[src/rtl/eu_pkg.sv]
// Shared definitions for the MCL51 execution-unit microsequencer:
// microword field layout, word types, jump sources and gate conditions.
package eu_pkg;

    localparam logic [2:0] TYPE_NOP  = 3'd0;
    localparam logic [2:0] TYPE_JUMP = 3'd1;

    localparam logic [2:0] COND_ALWAYS = 3'd0;
    localparam logic [2:0] COND_NZ     = 3'd1;
    localparam logic [2:0] COND_Z      = 3'd2;
    localparam logic [2:0] COND_EXT0   = 3'd3;

    localparam int TYPE_HI  = 30;
    localparam int TYPE_LO  = 28;
    localparam int CALL_BIT = 24;
    localparam int SRC_HI   = 22;
    localparam int SRC_LO   = 20;
    localparam int COND_HI  = 18;
    localparam int COND_LO  = 16;
    localparam int IMM_HI   = 15;
    localparam int IMM_LO   = 0;

    typedef enum logic [2:0] {
        SRC_IMM     = 3'd0,
        SRC_DISP    = 3'd1,
        SRC_EA      = 3'd2,
        SRC_RET     = 3'd3,
        SRC_DISP8   = 3'd4,
        SRC_LOOPSET = 3'd5,
        SRC_DJNZ    = 3'd6,
        SRC_RSVD    = 3'd7
    } src_e;

    typedef struct packed {
        logic [2:0]  typ;
        logic        call;
        src_e        src;
        logic [2:0]  cond;
        logic [15:0] imm;
    } uword_t;

    function automatic uword_t decode(input logic [31:0] w);
        uword_t u;
        u.typ  = w[TYPE_HI:TYPE_LO];
        u.call = w[CALL_BIT];
        u.src  = src_e'(w[SRC_HI:SRC_LO]);
        u.cond = w[COND_HI:COND_LO];
        u.imm  = w[IMM_HI:IMM_LO];
        return u;
    endfunction

endpackage

[src/rtl/eu_call_stack.sv]
// Microcode call stack: shift register with zero fill, top at entry 0.
// Overflow drops the oldest entry; underflow returns 0; both set a sticky error.
module eu_call_stack
    import eu_pkg::*;
#(
    parameter int DEPTH = 2,
    parameter int W     = 10,
    localparam int DW   = $clog2(DEPTH + 1)
) (
    input  logic          CORE_CLK,
    input  logic          RST_n,
    input  logic          push,
    input  logic          pop,
    input  logic [W-1:0]  din,
    output logic [W-1:0]  top,
    output logic [DW-1:0] depth,
    output logic          err
);

    logic [W-1:0]  stk_q [DEPTH];
    logic [W-1:0]  stk_d [DEPTH];
    logic [DW-1:0] depth_q, depth_d;
    logic          err_q, err_d;

    // Next stack contents, occupancy and error flag
    always_comb begin
        stk_d   = stk_q;
        depth_d = depth_q;
        err_d   = err_q;
        if (push) begin
            for (int i = DEPTH - 1; i > 0; i--) begin
                stk_d[i] = stk_q[i-1];
            end
            stk_d[0] = din;
            if (depth_q == DW'(DEPTH)) begin
                err_d = 1'b1;
            end else begin
                depth_d = depth_q + DW'(1);
            end
        end else if (pop) begin
            for (int i = 0; i < DEPTH - 1; i++) begin
                stk_d[i] = stk_q[i+1];
            end
            stk_d[DEPTH-1] = '0;
            if (depth_q == '0) begin
                err_d = 1'b1;
            end else begin
                depth_d = depth_q - DW'(1);
            end
        end
    end

    // Stack state registers
    always_ff @(posedge CORE_CLK) begin
        if (!RST_n) begin
            for (int i = 0; i < DEPTH; i++) begin
                stk_q[i] <= '0;
            end
            depth_q <= '0;
            err_q   <= 1'b0;
        end else begin
            stk_q   <= stk_d;
            depth_q <= depth_d;
            err_q   <= err_d;
        end
    end

    assign top   = stk_q[0];
    assign depth = depth_q;
    assign err   = err_q;

endmodule

[src/rtl/eu_useq.sv]
// MCL51 EU microsequencer: next-address mux with zero-bubble jumps,
// call stack, hardware loop counter, external conditions and HOLD freeze.
module eu_useq
    import eu_pkg::*;
#(
    parameter int UADDR_W      = 10,
    parameter int STACK_DEPTH  = 2,
    parameter int LOOP_W       = 8,
    parameter int NUM_EXT_COND = 4,
    parameter logic [UADDR_W-1:0] RESET_ADDR = 'h100,
    localparam int DW = $clog2(STACK_DEPTH + 1)
) (
    input  logic                    CORE_CLK,
    input  logic                    RST_n,
    output logic [UADDR_W-1:0]      UROM_ADDR,
    input  logic [31:0]             UROM_DATA,
    input  logic [7:0]              DISPATCH_DATA,
    input  logic [3:0]              EA_NIBBLE,
    input  logic                    ALU_ZERO,
    input  logic [NUM_EXT_COND-1:0] COND_IN,
    input  logic                    HOLD,
    output logic                    ISSUE,
    output logic                    NEW_INSTRUCTION,
    output logic [DW-1:0]           CALL_DEPTH,
    output logic                    STACK_ERR
);

    logic [UADDR_W-1:0] upc_q, upc_d;
    logic [UADDR_W-1:0] upc_inc, target, stk_top;
    logic [LOOP_W-1:0]  loop_cnt_q, loop_cnt_d, loop_dec;
    uword_t             uw;
    logic               gate, jump, branch, push, pop;
    logic               unused_bits;

    assign uw      = decode(UROM_DATA);
    assign ISSUE   = !HOLD;
    assign upc_inc = upc_q + UADDR_W'(1);

    assign unused_bits = ^{UROM_DATA, uw};

    // Jump gate from ALU zero flag or an external condition
    always_comb begin
        gate = 1'b0;
        case (uw.cond)
            COND_ALWAYS: gate = 1'b1;
            COND_NZ:     gate = !ALU_ZERO;
            COND_Z:      gate = ALU_ZERO;
            default: begin
                for (int k = 0; k < NUM_EXT_COND; k++) begin
                    if (uw.cond == 3'(k + 3)) begin
                        gate = COND_IN[k];
                    end
                end
            end
        endcase
    end

    // Jump source decode: target, stack and loop-counter actions
    always_comb begin
        jump       = ISSUE && (uw.typ == TYPE_JUMP) && gate;
        target     = upc_inc;
        branch     = 1'b0;
        pop        = 1'b0;
        loop_dec   = loop_cnt_q - LOOP_W'(1);
        loop_cnt_d = loop_cnt_q;
        if (jump) begin
            case (uw.src)
                SRC_IMM: begin
                    branch = 1'b1;
                    target = uw.imm[UADDR_W-1:0];
                end
                SRC_DISP: begin
                    branch = 1'b1;
                    target = UADDR_W'(DISPATCH_DATA);
                end
                SRC_EA: begin
                    branch = 1'b1;
                    target = {uw.imm[UADDR_W-1:4], EA_NIBBLE};
                end
                SRC_RET: begin
                    branch = 1'b1;
                    pop    = 1'b1;
                    target = stk_top;
                end
                SRC_DISP8: begin
                    branch = 1'b1;
                    target = {uw.imm[UADDR_W-5:0],
                              DISPATCH_DATA[2:0], 1'b0};
                end
                SRC_LOOPSET: begin
                    loop_cnt_d = uw.imm[LOOP_W-1:0];
                end
                SRC_DJNZ: begin
                    loop_cnt_d = loop_dec;
                    branch     = (loop_dec != '0);
                    target     = uw.imm[UADDR_W-1:0];
                end
                default: ;
            endcase
        end
        push = branch && uw.call && (uw.src != SRC_RET);
    end

    // Next ROM address: reset, then HOLD re-fetch, then branch, else step
    always_comb begin
        if (!RST_n) begin
            UROM_ADDR = RESET_ADDR;
        end else if (HOLD) begin
            UROM_ADDR = upc_q;
        end else if (branch) begin
            UROM_ADDR = target;
        end else begin
            UROM_ADDR = upc_inc;
        end
        upc_d = UROM_ADDR;
    end

    // upc tracks the word on UROM_DATA; loop counter state
    always_ff @(posedge CORE_CLK) begin
        if (!RST_n) begin
            upc_q      <= RESET_ADDR;
            loop_cnt_q <= '0;
        end else begin
            upc_q      <= upc_d;
            loop_cnt_q <= loop_cnt_d;
        end
    end

    assign NEW_INSTRUCTION = ISSUE && (upc_q[UADDR_W-1:UADDR_W-2] == 2'b00);

    eu_call_stack #(
        .DEPTH (STACK_DEPTH),
        .W     (UADDR_W)
    ) u_stack (
        .CORE_CLK (CORE_CLK),
        .RST_n    (RST_n),
        .push     (push),
        .pop      (pop),
        .din      (upc_inc),
        .top      (stk_top),
        .depth    (CALL_DEPTH),
        .err      (STACK_ERR)
    );

endmodule

[config.mk]
export PLATFORM = sky130hd
export DESIGN_NAME = eu_useq
export DESIGN_NICKNAME = d
export VERILOG_FILES = /design/src/rtl/eu_pkg.sv /design/src/rtl/eu_call_stack.sv /design/src/rtl/eu_useq.sv
export SDC_FILE = /design/constraint.sdc
export NUM_CORES = 1
export LEC_CHECK = 0
export ABC_AREA = 1
export CELL_PAD_IN_SITES_DETAIL_PLACEMENT = 1
export CELL_PAD_IN_SITES_GLOBAL_PLACEMENT = 2
export CORE_UTILIZATION = 25
export DETAILED_ROUTE_END_ITERATION = 12
export PLACE_DENSITY = 0.78
export SLEW_MARGIN = 30
export SYNTH_ARGS = -nofsm -noshare
export SYNTH_HDL_FRONTEND = slang
export SYNTH_SLANG_ARGS = --single-unit
[constraint.sdc]
create_clock -name CORE_CLK -period 2.5 [get_ports CORE_CLK]
set_input_delay 0.625 -clock CORE_CLK [delete_from_list [all_inputs] [get_ports CORE_CLK]]
set_output_delay 0.625 -clock CORE_CLK [all_outputs]
set_load 0.01 [all_outputs]
==> results by group, run 1 <==
Setup path
  • CP peak stage delay: just under 0.4 ns
  • RR Endpoint: u_stack.top[8]$_SDFFE_PN0P_
  • CP Class: flip-flop to primary output
  • Worst reg2reg path depth: 14
  • CP cell instances: inv_4, ha_4, nand2_1, nand3_2, nor2_2, nand2_2, nor2_4, nand2_4, nand2_8, clkinv_8, buf_6, nor2_4, o22ai_2, nor2_1, buf_2
  • Worst setup SP type: flip-flop
  • CP max FO: 7
  • Top cell by count, worst path: nor2_4
  • Worst EP required: roughly 1.9 ns
  • FF-to-FF Start: loop_cnt_q[0]$_SDFFE_PN0P_
  • Slowest cell on crit path: dfxtp_4
  • CP Capture Type: primary output
  • Arrival time at the worst endpoint: around 2.2 ns
  • R2R Setup Slk: 0.53 ns

Layout
  • Share of cells above drive strength 1: 0.3888
  • Layout area overhead: 62.22%
  • Antenna Cells: 0
  • NumNets Final: between 500 and 600

STA
  • Hold WS: roughly 0.46 ns
  • Layout Skew: between 0.01 and 0.015 ns
  • F_max: 0.3573 GHz
  • Final worst-path setup slack: -0.2989 ns
  • Slew @ Worst Pin: 0.4734 ns
  • Period minus WS final: 2.799 ns
  • RSZ-0062 raised after global routing: true
  • Relative slew slack: 0.6844
  • Max Slew Vio Count: 0
  • Setup violations, final: 10
  • Final hold vios: 0
  • Period utilisation layout: 1.120

Floorplanning
  • Die height: approximately 100 um
  • Die ar.: between 10000 and 15000 um2
  • # IOs: 67
  • Die W: around 100 um
  • Initial core utilization: 0.2575
  • Total core area: 10280 um2
  • Num rows: 37

Pwr
  • Gate power share: 0.240
  • Maximum vdd drop: 0.1818 mV
  • Clock network power share: 0.340
  • P_sw: 467.5 uW
  • Power share of the sequential group: 0.420
  • P_int: between 1 and 1.5 mW
  • Leakage: approximately 1.9 nW
  • Switching share of total power: 0.2901
  • Pwr/cell area: 375.4 nW/um2

Clock tree
  • Clock root cell: clkbuf_8
  • Num CTS Buffers: 5
  • Skew-Pair Late Insertion Delay: 0.30 ns
  • H-tree Lvls: 2
  • CTS Buffer Depth: 2
  • Clock sink count: 41
  • Clock-pin slew on the worst setup and hold paths: 0.09 ns
  • CTS tree: yes

Synth
  • Synth Cell Area: between 2000 and 3000 um2
  • Area contributors post-synth: dfxtp_1 (31%), nand2_1 (14%), inv_1 (7.1%)
  • Avg Cell Area, Syn: roughly 6.6 um2
  • Seq/Total Area, Yosys: 0.3102
  • Post-Syn Nets: 458
  • Synth cell types: 35
  • Cells after Synth: ~400
  • Area leader, netlist: dfxtp_1
  • YS warnings: 0
  • #FFs+latches synth: 41
  • Share of the synthesized area in the top cell type: 0.3102

Route
  • Final WL: 10120 um
  • Vias: between 3000 and 4000
  • Post-route DRC: 0
  • DRT Pass-1 Iters: 4
  • Post-route ant nets: 0
  • Vias per cell: 4.669
  • Iteration-0 DRC Markers: roughly 120
  • Routed len/inst: 15.08 um

GRT
  • Gr usage total: 0.1894
  • Largest net degree at the start of global routing: 18
  • Global-route wire length before repair: between 15000 and 20000 um
  • Gr ovfl total: 0
  • Vias in the first global route: 3339
  • Initial antenna violation count: 0

Outcome
  • Outcome: finished with violations
  • Failing checks: negative setup slack

Placement
  • Port buffer count: 54
  • Pre-CTS WS: -1.022 ns
  • Final GP Congestion: around 0.8
  • Hpwl dp: around 7700 um

Hold path
  • Worst Hold Launch: u_stack.err$_SDFFE_PN0P_
  • Worst hold endpoint: u_stack.err$_SDFFE_PN0P_
  • Worst Hold Class: flip-flop to flip-flop
  • Hold path depth: 2

Run
  • Max-cap violations: 0
[cell usage in the layout, fill, tap and decap left out, types with 8 or more instances in the layout]
master,netlist,routed
o21ai_2,0,13
inv_1,50,43
a31oi_1,8,8
o21ai_0,35,31
buf_4,1,74
nor2_4,2,8
nand3_1,15,9
nand2_2,10,25
clkdlybuf4s50_1,0,29
inv_2,5,8
nor2_1,32,25
a21oi_2,11,11
buf_2,2,14
dfxtp_1,41,39
nand2_1,99,81
a21oi_1,22,22
[registers in the layout, indices dropped and copies added (netlist names)]
| signal | flops |
|---|---|
| u_stack.err | 1 |
| u_stack.stk_q | 10 |
| u_stack.top | 10 |
| u_stack.depth | 2 |
| upc_q | 10 |
| loop_cnt_q | 8 |
[cell families (layout without fill, tap and decap cells)]
family / Yosys count / in the layout / share of synthesized area
simple gates: 179 / 179 / 0.3073
fa+ha+maj: 3 / 3 / 0.01419
compound gates: 105 / 105 / 0.2326
buf+inv: 68 / 200 / 0.1097
flops: 41 / 41 / 0.3102
xor+xnor: 7 / 7 / 0.02601
[routing by layer]
metal  part of all wire  vias to the layer above  global-route usage
li1                   -                     1585                   -
met1               0.46                     1481              0.2425
met2               0.49                       59              0.3335
met3              0.037                        8             0.02620
met4              0.011                        0             0.04527
met5                  0                        -                   0
[cell type report]
cell class / count / area, um2
inverter: 56 / 234.0
multi-input combinational: 294 / 1832
timing repair inverter: 1 / 11.26
fill: 1317 / 5984
timing repair buffer: 136 / 1116
clock buffer: 5 / 68.82
clock inverter: 2 / 35.03
sequential: 41 / 825.8
tap: 136 / 170.2
[power by group through the flow]
stage	clock, mW	sequential [mW]	combinational [mW]
detailed placement	0	0.693	0.349
floorplan	0	0.693	0.132
CTS	0.561	0.678	0.369
global placement	0	0.692	0.346
finish	0.547	0.677	0.387
global route	0.588	0.679	0.420
[through the flow]
step                  util  cells  instance area, um2  setup TNS [ns]  total power, mW
floorplan                -    403                2646               0           0.8247
global placement    0.3727    651                3830          -10.66            1.038
detailed placement  0.3727    651                3830          -11.66            1.042
CTS                 0.4031    668                4143          -2.715            1.607
global route        0.4177    671                4293          -3.794            1.687
finish              0.4177    671                4293          -2.386            1.611
[timing repair]
item,4_1_cts,5_1_grt
gates cloned,1,0
resized for setup,127,45
setup buffers,9,3
pin swaps,37,22
setup endpoints to repair,12,11
hold buffers,0,0
[worst max-delay path, delay by kind of cell, from the launching register on]
family / cells / cell delay [ns]
adders and majority gates: 1 / 0.17
AOI/OAI and AO/OA: 1 / 0.07
buffers and inverters: 4 / 0.39
DFF: 1 / 0.39
and+or+nand+nor: 9 / 0.83
[Yosys cell counts]
| cell type | instances |
|---|---|
| a211oi_1 | 1 |
| a21oi_1 | 22 |
| a21oi_2 | 11 |
| a221oi_1 | 3 |
| a22oi_1 | 2 |
| a31oi_1 | 8 |
| buf_2 | 2 |
| buf_4 | 1 |
| buf_6 | 2 |
| buf_8 | 1 |
| clkbuf_1 | 6 |
| dfxtp_1 | 41 |
| ha_1 | 3 |
| inv_1 | 50 |
| inv_2 | 5 |
| inv_4 | 1 |
| nand2_1 | 99 |
| nand2_2 | 10 |
| nand2_4 | 3 |
| nand3_1 | 15 |
| nand3_2 | 1 |
| nand3_4 | 1 |
| nand3b_1 | 3 |
| nand4_1 | 6 |
| nor2_1 | 32 |
| nor2_2 | 4 |
| nor2_4 | 2 |
| nor3_1 | 3 |
| o2111ai_1 | 4 |
| o211ai_1 | 1 |
| o21ai_0 | 35 |
| o21ai_1 | 16 |
| o22ai_1 | 2 |
| xnor2_2 | 1 |
| xor2_1 | 6 |
[worst max path at each step]
stage / start / to / cells after the start / slack, ns
6_report: loop_cnt_q[0]$_SDFFE_PN0P_ / UROM_ADDR[9] / 15 / -0.30
5_1_grt: loop_cnt_q[1]$_SDFFE_PN0P_ / UROM_ADDR[9] / 16 / -0.44
4_1_cts: loop_cnt_q[1]$_SDFFE_PN0P_ / UROM_ADDR[6] / 14 / -0.31
3_5_place_dp: UROM_DATA[17] / UROM_ADDR[7] / 14 / -1.02
3_3_place_gp: UROM_DATA[17] / UROM_ADDR[7] / 14 / -1.01
2_1_floorplan: UROM_DATA[16] / UROM_ADDR[9] / 13 / 0.10
Power figures use the tool's default switching activity.
==> inputs of run 2 (changes only) <==
--- a/config.mk
+++ b/config.mk
@@ -9,6 +9,7 @@
 export CELL_PAD_IN_SITES_DETAIL_PLACEMENT = 1
 export CELL_PAD_IN_SITES_GLOBAL_PLACEMENT = 2
 export CORE_UTILIZATION = 25
+export CTS_BUF_LIST = sky130_fd_sc_hd__clkbuf_8
 export DETAILED_ROUTE_END_ITERATION = 12
 export PLACE_DENSITY = 0.78
 export SLEW_MARGIN = 30
==> results of run 2 <==
Final layout, timing and power as in run 1 (identical DEF).
==> inputs of run 3 (changes only) <==
--- a/config.mk
+++ b/config.mk
@@ -11,7 +11,8 @@
 export CORE_UTILIZATION = 25
 export CTS_BUF_LIST = sky130_fd_sc_hd__clkbuf_8
 export DETAILED_ROUTE_END_ITERATION = 12
-export PLACE_DENSITY = 0.78
+export DONT_BUFFER_PORTS = 1
+export PLACE_DENSITY = 0.63
 export SLEW_MARGIN = 30
 export SYNTH_ARGS = -nofsm -noshare
 export SYNTH_HDL_FRONTEND = slang
==> run 3 against run 2 <==
  * Wire length down 6.0%
  * Highest routed layer unchanged
  * Sequential share of layout area up 4.8 points
  * Combinational power down 35%
  * Power down 11%
  * The run still ends with negative setup slack left
  * Via count down 9.9%
  * Worst hold slack worse by 0.060 ns
  * Final cell count down 13%
  * Die area unchanged
  * Clock-buffer cell count up 1
  * Critical path depth down 4
  * Largest cell class unchanged
==> results by group, run 3 (synthesized netlist as in run 1, its figures left out) <==
Outcome
  • Outcome: finished with violations
  • Failing checks: negative setup slack

STA
  • Setup violations, final: 10
  • Period minus WS final: ~2.7 ns
  • Max Slew Vio Count: 0
  • Relative slew slack: 0.6401
  • Slew @ Worst Pin: ~0.53 ns
  • Layout Skew: approximately 0.011 ns
  • Post-Route Setup TNS: -1.399 ns
  • RSZ-0062 raised after global routing: true
  • Final hold vios: 0
  • Final worst-path setup slack: -0.1701 ns
  • Period utilisation layout: 1.068
  • F_max: 0.3745 GHz

Pwr
  • P_sw: about 440 uW
  • Maximum vdd drop: 0.1923 mV
  • Total power: 1.437 mW
  • Pwr/cell area: around 420 nW/um2
  • Gate power share: 0.175
  • P_int: roughly 1000 uW
  • Switching share of total power: 0.3047
  • Power share of the sequential group: 0.474
  • Clock network power share: 0.351
  • Leakage: 1.510 nW

Setup path
  • Arrival time at the worst endpoint: 2.05 ns
  • WP depth: 11
  • CP peak stage delay: approximately 0.34 ns
  • CP max FO: 7
  • Worst setup SP type: flip-flop
  • Worst EP required: between 1.5 and 2 ns
  • R2R Setup Slk: 0.24 ns
  • Worst reg2reg path depth: 15
  • CP cell instances: buf_4, nor2_4, nand3_1, xnor2_2, nor2_4, nand2_4, nand2_8, inv_6, nand2_1, a31oi_1, buf_4
  • RR Endpoint: u_stack.top[8]$_SDFFE_PN0P_
  • CP Class: flip-flop to primary output
  • Slowest cell on crit path: dfxtp_2
  • FF-to-FF Start: upc_q[0]$_SDFF_PN0_
  • CP Capture Type: primary output
  • Worst Path Buf+Inv: 3
  • Family with the most delay on the worst path: simple AND/OR/NAND/NOR gates

Clock tree
  • Clock root cell: clkbuf_8
  • Clock-pin slew on the worst setup and hold paths: 0.09 ns
  • Num CTS Buffers: 5
  • Clock sink count: just over 40
  • H-tree Lvls: 2
  • CTS tree: yes
  • Skew-Pair Late Insertion Delay: about 0.31 ns
  • Hold buffer count at CTS: 0
  • CTS Buffer Depth: 2

Hold path
  • Worst Hold Class: input port to flip-flop
  • Worst Hold Launch: HOLD
  • Hold path depth: 1
  • Worst hold endpoint: upc_q[8]$_SDFF_PN1_

Layout
  • Commonest non-fill, non-tap cells in the layout: nand2_1 (88), buf_4 (47), inv_1 (42)
  • Layout area overhead: 30.07%
  • Share of cells above drive strength 1: 0.3178
  • NumNets Final: roughly 500
  • Most common cell after layout, fill and taps aside: nand2_1
  • Antenna Cells: 0

GRT
  • Global-route wire length before repair: between 15000 and 20000 um
  • Gr ovfl total: 0
  • Vias in the first global route: 3008
  • Initial antenna violation count: 0
  • Largest net degree at the start of global routing: 24
  • Gr usage total: 0.1845

Route
  • Metal3 WL: ~430 um
  • Routed length on met2: between 4000 and 5000 um
  • Vias: 2822
  • Vias per cell: 4.816
  • Wl on met1: about 4500 um
  • Iteration-0 DRC Markers: between 60 and 70
  • Post-route ant nets: 0
  • Post-route DRC: 0
  • Highest routed metal layer: met4
  • DRT Pass-1 Iters: 4
  • Routed len/inst: about 16 um
  • Final WL: roughly 9500 um

Placement
  • Final GP Congestion: a little under 0.8
  • Port buffer count: 0
  • Hpwl dp: approximately 7000 um
  • Pre-CTS WS: -0.1267 ns

Floorplanning
  • # IOs: 67
  • Total core area: approximately 10000 um2
  • Die height: ~100 um
  • Die ar.: about 11000 um2
  • Num rows: 37
  • Initial core utilization: 0.2575
  • Die W: 104.9 um

Run
  • Max-cap violations: 0
-- run 3: cell count changes in the layout (fill, tap and decap cells not counted), sizes merged --
| cell | change |
|---|---|
| buf | -46 |
| clkdlybuf4s50 | -29 |
| dlygate4sd2 | -6 |
| clkdlybuf4s15 | -3 |
| inv | +2 |
| bufinv | -1 |
| clkbuf | -1 |
| clkinvlp | -1 |
-- run 3: final cells by class --
cell class / instances / area (um2)
Inverter: 56 / 227.7
Clock inverter: 2 / 13.76
Multi-Input combinational cell: 294 / 1727
Sequential cell: 41 / 825.8
Tap cell: 136 / 170.2
Fill cell: 1322 / 6835
Timing Repair Buffer: 50 / 386.6
Clock buffer: 6 / 82.58
Timing Repair inverter: 1 / 8.758
-- run 3: worst max path at each step --
stage	start	end	slack (ns)
final	loop_cnt_q[1]$_SDFFE_PN0P_	UROM_ADDR[0]	-0.17
after global routing	loop_cnt_q[1]$_SDFFE_PN0P_	UROM_ADDR[9]	-0.37
after global placement	UROM_DATA[16]	UROM_ADDR[5]	-0.08
after detailed placement	UROM_DATA[16]	UROM_ADDR[5]	-0.13
after CTS	loop_cnt_q[0]$_SDFFE_PN0P_	UROM_ADDR[4]	-0.23
after floorplan	UROM_DATA[16]	UROM_ADDR[9]	0.10
-- run 3: worst reg2reg max path: cells and delay by family, from the launching register on --
kind	cells	cell delay (ns)
XOR/XNOR	1	0.12
buffers and inverters	8	0.95
adder cells (fa/ha/maj)	1	0.18
AND/OR/NAND/NOR	4	0.45
flip-flops	1	0.38
AO/OA/AOI/OAI	1	0.08
-- run 3: what timing repair did --
| item | CTS | global route |
|---|---|---|
| gates cloned | 1 | 0 |
| endpoints found under the setup margin | 10 | 10 |
| buffers inserted | 20 | 0 |
| pin swaps | 20 | 15 |
| resized for setup | 48 | 20 |
-- run 3: per-stage QoR --
stage                 util  cells  hold WS [ns]  instance area (um2)
detailed placement  0.2884    557        0.4596                 2964
finish              0.3349    586        0.3988                 3442
global placement    0.2884    557        0.4553                 2964
global route        0.3349    586        0.3854                 3442
CTS                 0.3290    586        0.3807                 3381
floorplan                -    403        0.4438                 2646
-- run 3: routing by layer --
| metal | track usage | vias up |
|---|---|---|
| li1 | - | 1414 |
| met1 | 0.2384 | 1342 |
| met2 | 0.3042 | 56 |
| met3 | 0.03681 | 10 |
| met4 | 0.06539 | 0 |
| met5 | 0 | - |
-- run 3: power groups by stage --
| stage | Combinational, mW | Sequential (mW) | Clock [mW] |
|---|---|---|---|
| after floorplan | 0.132 | 0.693 | 0 |
| after global placement | 0.192 | 0.695 | 0 |
| after detailed placement | 0.194 | 0.696 | 0 |
| after CTS | 0.241 | 0.681 | 0.527 |
| after global routing | 0.279 | 0.684 | 0.553 |
| final | 0.251 | 0.681 | 0.505 |
